**config.mk**
```make
export PLATFORM = sky130hd
export DESIGN_NAME = pe_seq_ctl
export DESIGN_NICKNAME = d
export VERILOG_FILES = /design/src/rtl/PECfg.sv /design/src/rtl/PECtlCfg.sv /design/src/rtl/pe_seq_ctl.sv
export SDC_FILE = /design/constraint.sdc
export NUM_CORES = 1
export LEC_CHECK = 0
export ABC_CLOCK_PERIOD_IN_PS = 4300
export CAP_MARGIN = 20
export CORE_ASPECT_RATIO = 1.4
export CORE_MARGIN = 4
export CORE_UTILIZATION = 56
export CTS_CLUSTER_DIAMETER = 200
export DETAILED_ROUTE_END_ITERATION = 7
export PLACE_DENSITY = 0.86
export SLEW_MARGIN = 40
export SYNTH_ARGS = -nofsm -noshare
export SYNTH_HDL_FRONTEND = slang
export SYNTH_SLANG_ARGS = --single-unit
export TNS_END_PERCENT = 100
```
**constraint.sdc**
```tcl
create_clock -name i_clk -period 4.3 [get_ports i_clk]
set_input_delay 1.29 -clock i_clk [delete_from_list [all_inputs] [get_ports i_clk]]
set_output_delay 1.29 -clock i_clk [all_outputs]
set_load 0.01 [all_outputs]
```
**src/rtl/PECfg.sv**
```systemverilog
// Shared PE array geometry and sequencer counter widths.
package PECfg;

  localparam int PEROW = 4;
  localparam int TAPW  = 4;
  localparam int ITERW = 8;

endpackage : PECfg

```
**src/rtl/PECtlCfg.sv**
```systemverilog
// Job descriptor, sequencer state and MultStage control-beat layout.
package PECtlCfg;

  typedef struct packed {
    logic [PECfg::TAPW-1:0]  num_tap;
    logic [PECfg::ITERW-1:0] num_iter;
    logic [PECfg::PEROW-1:0] row_en;
  } PESeqCfg;

  typedef struct packed {
    logic                    clr;
    logic                    last;
    logic [PECfg::TAPW-1:0]  tap;
    logic [PECfg::PEROW-1:0] row_en;
  } MSctl;

  typedef enum logic [1:0] {
    ST_IDLE  = 2'd0,
    ST_LOAD  = 2'd1,
    ST_ISSUE = 2'd2,
    ST_DRAIN = 2'd3
  } seq_state_e;

  // Build one control beat: clear on the first tap, last on the final tap.
  function automatic MSctl ms_beat(input logic [PECfg::TAPW-1:0]  tap,
                                   input logic [PECfg::TAPW-1:0]  num_tap,
                                   input logic [PECfg::PEROW-1:0] row_en);
    MSctl beat;
    beat.clr    = (tap == {PECfg::TAPW{1'b0}});
    beat.last   = (tap == num_tap);
    beat.tap    = tap;
    beat.row_en = row_en;
    return beat;
  endfunction

endpackage : PECtlCfg

```
**src/rtl/pe_seq_ctl.sv**
```systemverilog
// PE tap/iteration sequencer: turns one job descriptor into a stream of
// MultStage control beats and waits for every issued beat to drain.
module pe_seq_ctl
  import PECtlCfg::*;
#(
  parameter int PEROW = PECfg::PEROW,
  parameter int TAPW  = PECfg::TAPW,
  parameter int ITERW = PECfg::ITERW
) (
  input  logic    i_clk,
  input  logic    i_rst,
  input  logic    cfg_rdy,
  output logic    cfg_ack,
  input  PESeqCfg i_cfg,
  output logic    ctl_rdy,
  input  logic    ctl_ack,
  output MSctl    o_ctl,
  input  logic    i_ms_fire,
  output logic    o_busy,
  output logic    o_done
);

  localparam int CNTW = TAPW + ITERW + 1;
  localparam logic [CNTW-1:0]  CNT_ZERO  = {CNTW{1'b0}};
  localparam logic [CNTW-1:0]  CNT_ONE   = {{(CNTW-1){1'b0}}, 1'b1};
  localparam logic [TAPW-1:0]  TAP_ZERO  = {TAPW{1'b0}};
  localparam logic [TAPW-1:0]  TAP_ONE   = {{(TAPW-1){1'b0}}, 1'b1};
  localparam logic [ITERW-1:0] ITER_ZERO = {ITERW{1'b0}};
  localparam logic [ITERW-1:0] ITER_ONE  = {{(ITERW-1){1'b0}}, 1'b1};

  seq_state_e       state_r, state_nxt_s;
  logic [TAPW-1:0]  num_tap_r;
  logic [ITERW-1:0] num_iter_r;
  logic [PEROW-1:0] row_en_r;
  logic [TAPW-1:0]  tap_r, tap_nxt_s;
  logic [ITERW-1:0] iter_r, iter_nxt_s;
  logic [CNTW-1:0]  outst_r, outst_nxt_s;
  logic             ctl_rdy_r;
  MSctl             ctl_r, ctl_nxt_s;
  logic             busy_r;
  logic             cfg_xfer_s, ctl_xfer_s, fire_s, last_tap_s;

  assign cfg_ack    = (state_r == ST_IDLE);
  // The first IDLE cycle after a job is the only one where busy still lags.
  assign o_done     = (state_r == ST_IDLE) && busy_r;
  assign ctl_rdy    = ctl_rdy_r;
  assign o_ctl      = ctl_r;
  assign o_busy     = busy_r;

  assign cfg_xfer_s = cfg_ack && cfg_rdy;
  assign ctl_xfer_s = ctl_rdy_r && ctl_ack;
  assign fire_s     = i_ms_fire && (outst_r != CNT_ZERO);
  assign last_tap_s = (tap_r == num_tap_r);

  // Outstanding beat tracker: issued minus returned, floored at zero.
  always_comb begin
    outst_nxt_s = outst_r;
    if (state_r == ST_LOAD) begin
      outst_nxt_s = CNT_ZERO;
    end else if (ctl_xfer_s && !fire_s) begin
      outst_nxt_s = outst_r + CNT_ONE;
    end else if (!ctl_xfer_s && fire_s) begin
      outst_nxt_s = outst_r - CNT_ONE;
    end else begin
      outst_nxt_s = outst_r;
    end
  end

  // Tap/iteration counters advance on each accepted control beat.
  always_comb begin
    tap_nxt_s  = tap_r;
    iter_nxt_s = iter_r;
    case (state_r)
      ST_LOAD: begin
        tap_nxt_s  = TAP_ZERO;
        iter_nxt_s = ITER_ZERO;
      end
      ST_ISSUE: begin
        if (ctl_xfer_s && last_tap_s) begin
          tap_nxt_s  = TAP_ZERO;
          iter_nxt_s = iter_r + ITER_ONE;
        end else if (ctl_xfer_s) begin
          tap_nxt_s  = tap_r + TAP_ONE;
        end else begin
          tap_nxt_s  = tap_r;
        end
      end
      default: begin
        tap_nxt_s  = tap_r;
        iter_nxt_s = iter_r;
      end
    endcase
  end

  // Next-state decode and the next control beat presented to MultStage.
  always_comb begin
    state_nxt_s = state_r;
    ctl_nxt_s   = '0;
    case (state_r)
      ST_IDLE: begin
        if (cfg_xfer_s) state_nxt_s = ST_LOAD;
        else            state_nxt_s = ST_IDLE;
      end
      ST_LOAD: state_nxt_s = ST_ISSUE;
      ST_ISSUE: begin
        if (ctl_xfer_s && last_tap_s && (iter_r == num_iter_r)) state_nxt_s = ST_DRAIN;
        else                                                    state_nxt_s = ST_ISSUE;
      end
      ST_DRAIN: begin
        if (outst_nxt_s == CNT_ZERO) state_nxt_s = ST_IDLE;
        else                         state_nxt_s = ST_DRAIN;
      end
      default: state_nxt_s = ST_IDLE;
    endcase
    if (state_nxt_s == ST_ISSUE) begin
      ctl_nxt_s = ms_beat(tap_nxt_s, num_tap_r, row_en_r);
    end else begin
      ctl_nxt_s = '0;
    end
  end

  // State, counters and registered outputs.
  always_ff @(posedge i_clk or posedge i_rst) begin
    if (i_rst) begin
      state_r   <= ST_IDLE;
      tap_r     <= TAP_ZERO;
      iter_r    <= ITER_ZERO;
      outst_r   <= CNT_ZERO;
      ctl_rdy_r <= 1'b0;
      ctl_r     <= '0;
      busy_r    <= 1'b0;
    end else begin
      state_r   <= state_nxt_s;
      tap_r     <= tap_nxt_s;
      iter_r    <= iter_nxt_s;
      outst_r   <= outst_nxt_s;
      ctl_rdy_r <= (state_nxt_s == ST_ISSUE);
      ctl_r     <= ctl_nxt_s;
      busy_r    <= (state_r != ST_IDLE);
    end
  end

  // Job descriptor latch.
  always_ff @(posedge i_clk or posedge i_rst) begin
    if (i_rst) begin
      num_tap_r  <= TAP_ZERO;
      num_iter_r <= ITER_ZERO;
      row_en_r   <= {PEROW{1'b0}};
    end else if (cfg_xfer_s) begin
      num_tap_r  <= i_cfg.num_tap;
      num_iter_r <= i_cfg.num_iter;
      row_en_r   <= i_cfg.row_en;
    end else begin
      num_tap_r  <= num_tap_r;
      num_iter_r <= num_iter_r;
      row_en_r   <= row_en_r;
    end
  end

endmodule : pe_seq_ctl

```
==> results of run 1 <==
## worst paths after layout
| check | endpoint | slack (ns) | from |
|---|---|---|---|
| max | o_ctl[0]$_DFF_PP0_ | 0.39 | ctl_ack |
| min | row_en_r[1]$_DFFE_PP0P_ | 0.51 | row_en_r[1]$_DFFE_PP0P_ |
| max reg2reg | o_ctl[0]$_DFF_PP0_ | 0.63 | outst_r[0]$_DFF_PP0_ |
| min reg2reg | row_en_r[1]$_DFFE_PP0P_ | 0.51 | row_en_r[1]$_DFFE_PP0P_ |
| max in group asynchronous | o_ctl[8]$_DFF_PP0_ | 2.44 | i_rst |
| min in group asynchronous | row_en_r[1]$_DFFE_PP0P_ | 1.43 | i_rst |
## worst max-delay path, cell delays in order
cell and delay [ns]:
clkdlybuf4s50_1 0.51, a21bo_2 0.27, a31oi_1 0.19, or4b_2 0.64, a211oi_2 0.31, a211oi_2 0.07, nand4_1 0.11, o21ba_1 0.56
nor3b_1 0.13
## registers in the layout, indices dropped and copies added, names as in the netlist
| name | count |
|---|---|
| row_en_r | 4 |
| outst_r | 13 |
| num_tap_r | 4 |
| num_iter_r | 8 |
| o_busy | 1 |
| o_ctl | 10 |
| iter_r | 8 |
| tap_r | 4 |
| state_r | 2 |
| ctl_rdy | 1 |
## cells in the final DEF, fill, tap and decap left out, drive strengths merged, types with 6 or more instances in the layout
cell           synthesis  final
dfrtp                 55     55
clkdlybuf4s50          0     34
nor2                  27     27
mux2                  19     19
xor2                  17     17
nor4                  14     14
xnor2                 13     13
nor3                  12     12
nand2                 11     11
nand3                 11     11
inv                   11     11
ha                     9      9
nand4                  7      7
and2                   7      7
or4                    7      7
nor2b                  6      6
clkbuf                 7      6
## per-layer routing
| metal | global-route usage | vias up | part of all wire | routed length, um |
|---|---|---|---|---|
| met3 | 0.0316 | 19 | 0.035 | 224 |
| met2 | 0.371 | 70 | 0.54 | 3420 |
| met5 | 0 | - | 0 | 0 |
| met1 | 0.228 | 1109 | 0.39 | 2500 |
| met4 | 0.108 | 0 | 0.035 | 226 |
| li1 | - | 1096 | - | - |
## layout make-up
type / count / area (um2) / share of cell area
clock inverter: 1 / 30.0 / 0.00844
multi-input combinational: 209 / 1580 / 0.445
sequential: 55 / 1380 / 0.387
timing repair buffer: 38 / 370 / 0.104
inverter: 11 / 43.8 / 0.0123
tap: 66 / 82.6 / 0.0232
clock buffer: 6 / 72.6 / 0.0204
## power by group
part	leakage (nW)	internal [mW]	total (mW)	switching, mW
combinational	0.785	0.525	1.12	0.600
clock	0.0513	0.171	0.329	0.158
sequential	0.710	0.688	0.873	0.184
## per-stage QoR
stage                     instances  cell area [um2]
after floorplan                 286             3070
after global placement          379             3450
after detailed placement        379             3450
after CTS                       386             3560
after global routing            386             3560
final                           386             3560
## kinds of logic (layout without fill, tap and decap cells)
| group | after synthesis | count (layout) |
|---|---|---|
| AOI/OAI and AO/OA | 30 | 30 |
| buffers and inverters | 22 | 56 |
| xor gates and xnor gates | 30 | 30 |
| muxes | 24 | 24 |
| DFF | 55 | 55 |
| and+or+nand+nor | 116 | 116 |
| adders and majority gates | 9 | 9 |
==> metrics, run 1 <==
top cells by count, synth 55 x dfrtp_1, 27 x nor2_1, 19 x mux2_2, 17 x xor2_1, 13 x xnor2_1; die width 70.5 um; # hold bufs at CTS 0; Worst Path Required 4.46 ns; setup slack at placement 0.0846 ns; worst-case reg-to-reg path depth 10; max-slew violations 0; setup bufs post-CTS 0; Seq/Total Area, Yosys 0.449; Yosys top cell area share 0.449; RSZ-0062 raised after global routing false; Synth Area in XOR/XNOR 0.0857; # IOs 35; n_diodes 0; CTS H-Tree Depth 2; Pre-antenna DRT Iters 4; Synth Area in Adders 0.0367; CP arrival 4.07 ns; Slew @ Worst Pin roughly 0.72 ns; clock latency on the worst-skew pair 0.31 ns; Setup WS post-layout 0.390 ns; leading area contributor after synthesis dfrtp_1; clk sink count 55; initial antenna violation count 0; Post-synth ARST share 1.00; CTS tree yes; gpl congestion 0.932; total CTS buffers 5; Post-DRT Antenna Nets 0; Post-synth EDFFs 0; most common cell in the netlist dfrtp_1; grt total ovfl 0; crit path capture type flip-flop; post-cts sizing count 0; Synth Net Count 316; crit path launch type primary input; Hold Vio Cnt, Final 0; FP Rows 31; Synth warnings 0; critical path class primary input to flip-flop; vias 2,294; Clock Tree Buf Depth 2; Post-synth top flop dfrtp_1; CTS clk-pin slew, worst paths 0.09 ns; synth top area cells dfrtp_1 45%, mux2_2 7.0%, xor2_1 4.9%, xnor2_1 3.7%, ha_1 3.7%; Die Ht 95.6 um; via density per instance approximately 6; synthesized area per cell 10.7 um2; Slew HR 0.521; outcome completed; VDD IR max approximately 0.37 mV; Port Buffers 34; share of cells above drive strength 1 0.156; hold path depth 1; fill count approximately 400; Yosys cell types 52; drt total wl around 6.4 mm; final setup TNS 0 ns; compound-cell area share of the yosys netlist 0.0820; MaxCap Viol Count 0; DR WL/cell 16.5 um; min-delay worst type flip-flop to flip-flop; Power, Total 2.33 mW; number of global-route vias before repair about 2,400; first-pass GRT wire length 10.9 mm; Core ar. around 0.0052 mm2; Final period util 0.909; FF+latch count, synth 55; Hold WS 0.506 ns; Initial Util 0.586; Fin Clk Skew 0.00794 ns; Nets 350; fin crit period roughly 4 ns; simple-gate share of the synthesized area 0.225; Syn Inst Count 286; DRC Markers 0; Area Growth Syn to Fin 16.0%; pin count of the biggest net entering global routing 56; CTS Root Cell clkbuf_8; final core utilization 0.679; Tot GR Track Use 0.204; Leak approximately 1.5 nW; Cell Area, Synth 0.00307 mm2; drt initial violations 120; DP HPWL 4.83 mm; PD cells 654 mW/mm2; CP Max Fanout 12; die area 0.00674 mm2; FMAX 256 MHz; largest family of logic cells by synthesized area simple AND/OR/NAND/NOR gates; mux share of post-synthesis cell area 0.0861; Final Setup Violations 0
No activity file was read; power rests on OpenSTA's default activity.
==> run 2: changes to the inputs <==
- REMOVE_ABC_BUFFERS: unset -> 1
==> run 2 against run 1 <==
Effect of this change: cell count unchanged; global-route usage down 0.36 points; count of clock-buffer cells in the layout unchanged; wire length down 3.5%; non-clock buffer count unchanged; power down 0.35%; core utilization unchanged; clock power down 1%.
==> metrics, run 2 (synthesis results as in run 1) <==
count of non-filler cells in the finished layout 386 (unchanged); outcome completed; share of cells above drive strength 1 0.156 (unchanged); FMAX 258 MHz (+1.0%); fin crit period 3.87 ns (-0.0406 ns); MaxCap Viol Count 0 (unchanged); Final Setup Violations 0 (unchanged); crit path capture type flip-flop; n_diodes 0 (unchanged); gpl congestion 0.914 (-2.0%); M1 WL 2.48 mm (-0.80%); grt total ovfl 0 (unchanged); min-delay worst type flip-flop to flip-flop; Area Growth Syn to Fin 16.0% (unchanged); CTS Root Cell clkbuf_8; Nets 350 (unchanged); FP Rows 31 (unchanged); Power, Total 2.32 mW (-0.35%); Psw 0.934 mW (-0.83%); DR WL/cell 15.9 um (-3.5%); Placed Cells incl. Taps 379 (unchanged); WL met2 3.16 mm (-7.6%); initial antenna violation count 0 (unchanged); first-pass GRT wire length 10.7 mm (-1.6%); Port Buffers 34 (unchanged); Hold WS 0.510 ns (+0.00380 ns); commonest cells after routing, fill and taps aside 55 x dfrtp_1, 34 x clkdlybuf4s50_1, 27 x nor2_1; number of global-route vias before repair 2,358 (-1.7%); top sig layer met4; max-slew violations 0 (unchanged); crit path launch type primary input; PD cells 652 mW/mm2 (-0.35%); Hold Vio Cnt, Final 0 (unchanged); Initial Util 0.586 (unchanged); DP HPWL 4.59 mm (-4.9%); Pre-antenna DRT Iters 4 (unchanged); CTS H-Tree Depth 2 (unchanged); Worst Path Required 4.47 ns (about the same); VDD IR max 0.444 mV (+21%); Post-DRT Antenna Nets 0 (unchanged); Fin Clk Skew 0.00611 ns (-0.00182 ns); routed wl met3 288 um (+29%); clock network power share 0.140 (about the same); Slew HR 0.532 (+0.0113); r2r setup slk 0.74 ns (+0.11 ns); Leak 1.55 nW (unchanged); commonest non-fill, non-tap cell in the layout dfrtp_1; # IOs 35 (unchanged); die area 0.00674 mm2 (unchanged); Most flops, register outst_r; Tot GR Track Use 0.200 (-0.00359); clk sink count 55 (unchanged); clock latency on the worst-skew pair 0.31 ns (about the same); Core ar. 0.00524 mm2 (unchanged); CTS clk-pin slew, worst paths 0.09 ns (about the same); Logic pwr share 0.485 (about the same); Final period util 0.900 (-0.00944); vias 2,317 (+1.0%); Slew @ Worst Pin 0.692 ns (-0.0267 ns); setup bufs post-CTS 0 (unchanged); Sw Share 0.403 (-0.00195); # hold bufs at CTS 0 (unchanged); post-cts sizing count 0 (unchanged); RSZ-0062 raised after global routing false; drt total wl 6.15 mm (-3.5%); die width 70.5 um (unchanged); final setup TNS 0 ns (unchanged); Sequential Power Share 0.375 (about the same); via density per instance 6.00 (+1.0%); Int Power 1.38 mW (about the same); drt initial violations 180 (+50%); Largest register FFs 13 (unchanged); Die Ht 95.6 um (unchanged); total CTS buffers 5 (unchanged); DRC Markers 0 (unchanged); Clock Tree Buf Depth 2 (unchanged); critical path class primary input to flip-flop; CP arrival 4.04 ns (-0.03 ns); CTS tree yes; CP Max Fanout 12 (unchanged); pin count of the biggest net entering global routing 56 (unchanged)
-- run 2: stage by stage --
step                      utilization  instance area [um2]  setup WS [ns]
after global routing            0.679                 3560          0.257
after detailed placement        0.660                 3450          0.118
after CTS                       0.679                 3560          0.438
after global placement          0.659                 3450          0.218
final                           0.679                 3560          0.431
after floorplan                     -                 3000          0.682
-- run 2: final cells by class --
class | instances | area [um2]
sequential | 55 | 1380
clock inverter | 1 | 30.0
fill | 419 | 1680
clock buffer | 6 | 72.6
inverter | 11 | 43.8
timing repair buffer | 38 | 370
tap | 66 | 82.6
multi-input combinational | 209 | 1580
-- run 2: worst max-delay path, cell delays in order --
cell and delay (ns):
clkdlybuf4s50_1 0.50, a21bo_2 0.26, a31oi_1 0.19, or4b_2 0.64
a211oi_2 0.30, a211oi_2 0.07, nand4_1 0.11, o21ba_1 0.56
nor3b_1 0.12
-- run 2: power groups by stage --
stage / Combinational [mW] / Clock, mW / Sequential (mW)
global placement: 1.09 / 0 / 0.864
detailed placement: 1.12 / 0 / 0.876
floorplan: 0.819 / 0 / 0.839
global route: 1.24 / 0.356 / 0.897
CTS: 1.13 / 0.330 / 0.865
finish: 1.12 / 0.325 / 0.869
-- run 2: routing by layer --
metal | vias to the layer above | GRT usage
met5 | - | 0
li1 | 1098 | -
met3 | 25 | 0.0422
met2 | 78 | 0.345
met1 | 1116 | 0.230
met4 | 0 | 0.114
-- run 2: worst paths after layout --
check | start | endpoint | cells past startpoint
max in group asynchronous | i_rst | num_tap_r[1]$_DFFE_PP0P_ | 2
worst min register to register | row_en_r[3]$_DFFE_PP0P_ | row_en_r[3]$_DFFE_PP0P_ | 1
worst max register to register | outst_r[0]$_DFF_PP0_ | o_ctl[1]$_DFF_PP0_ | 10
worst max-delay path | ctl_ack | o_ctl[1]$_DFF_PP0_ | 9
worst min-delay path | row_en_r[3]$_DFFE_PP0P_ | row_en_r[3]$_DFFE_PP0P_ | 1
min in group asynchronous | i_rst | iter_r[1]$_DFFE_PP0P_ | 2
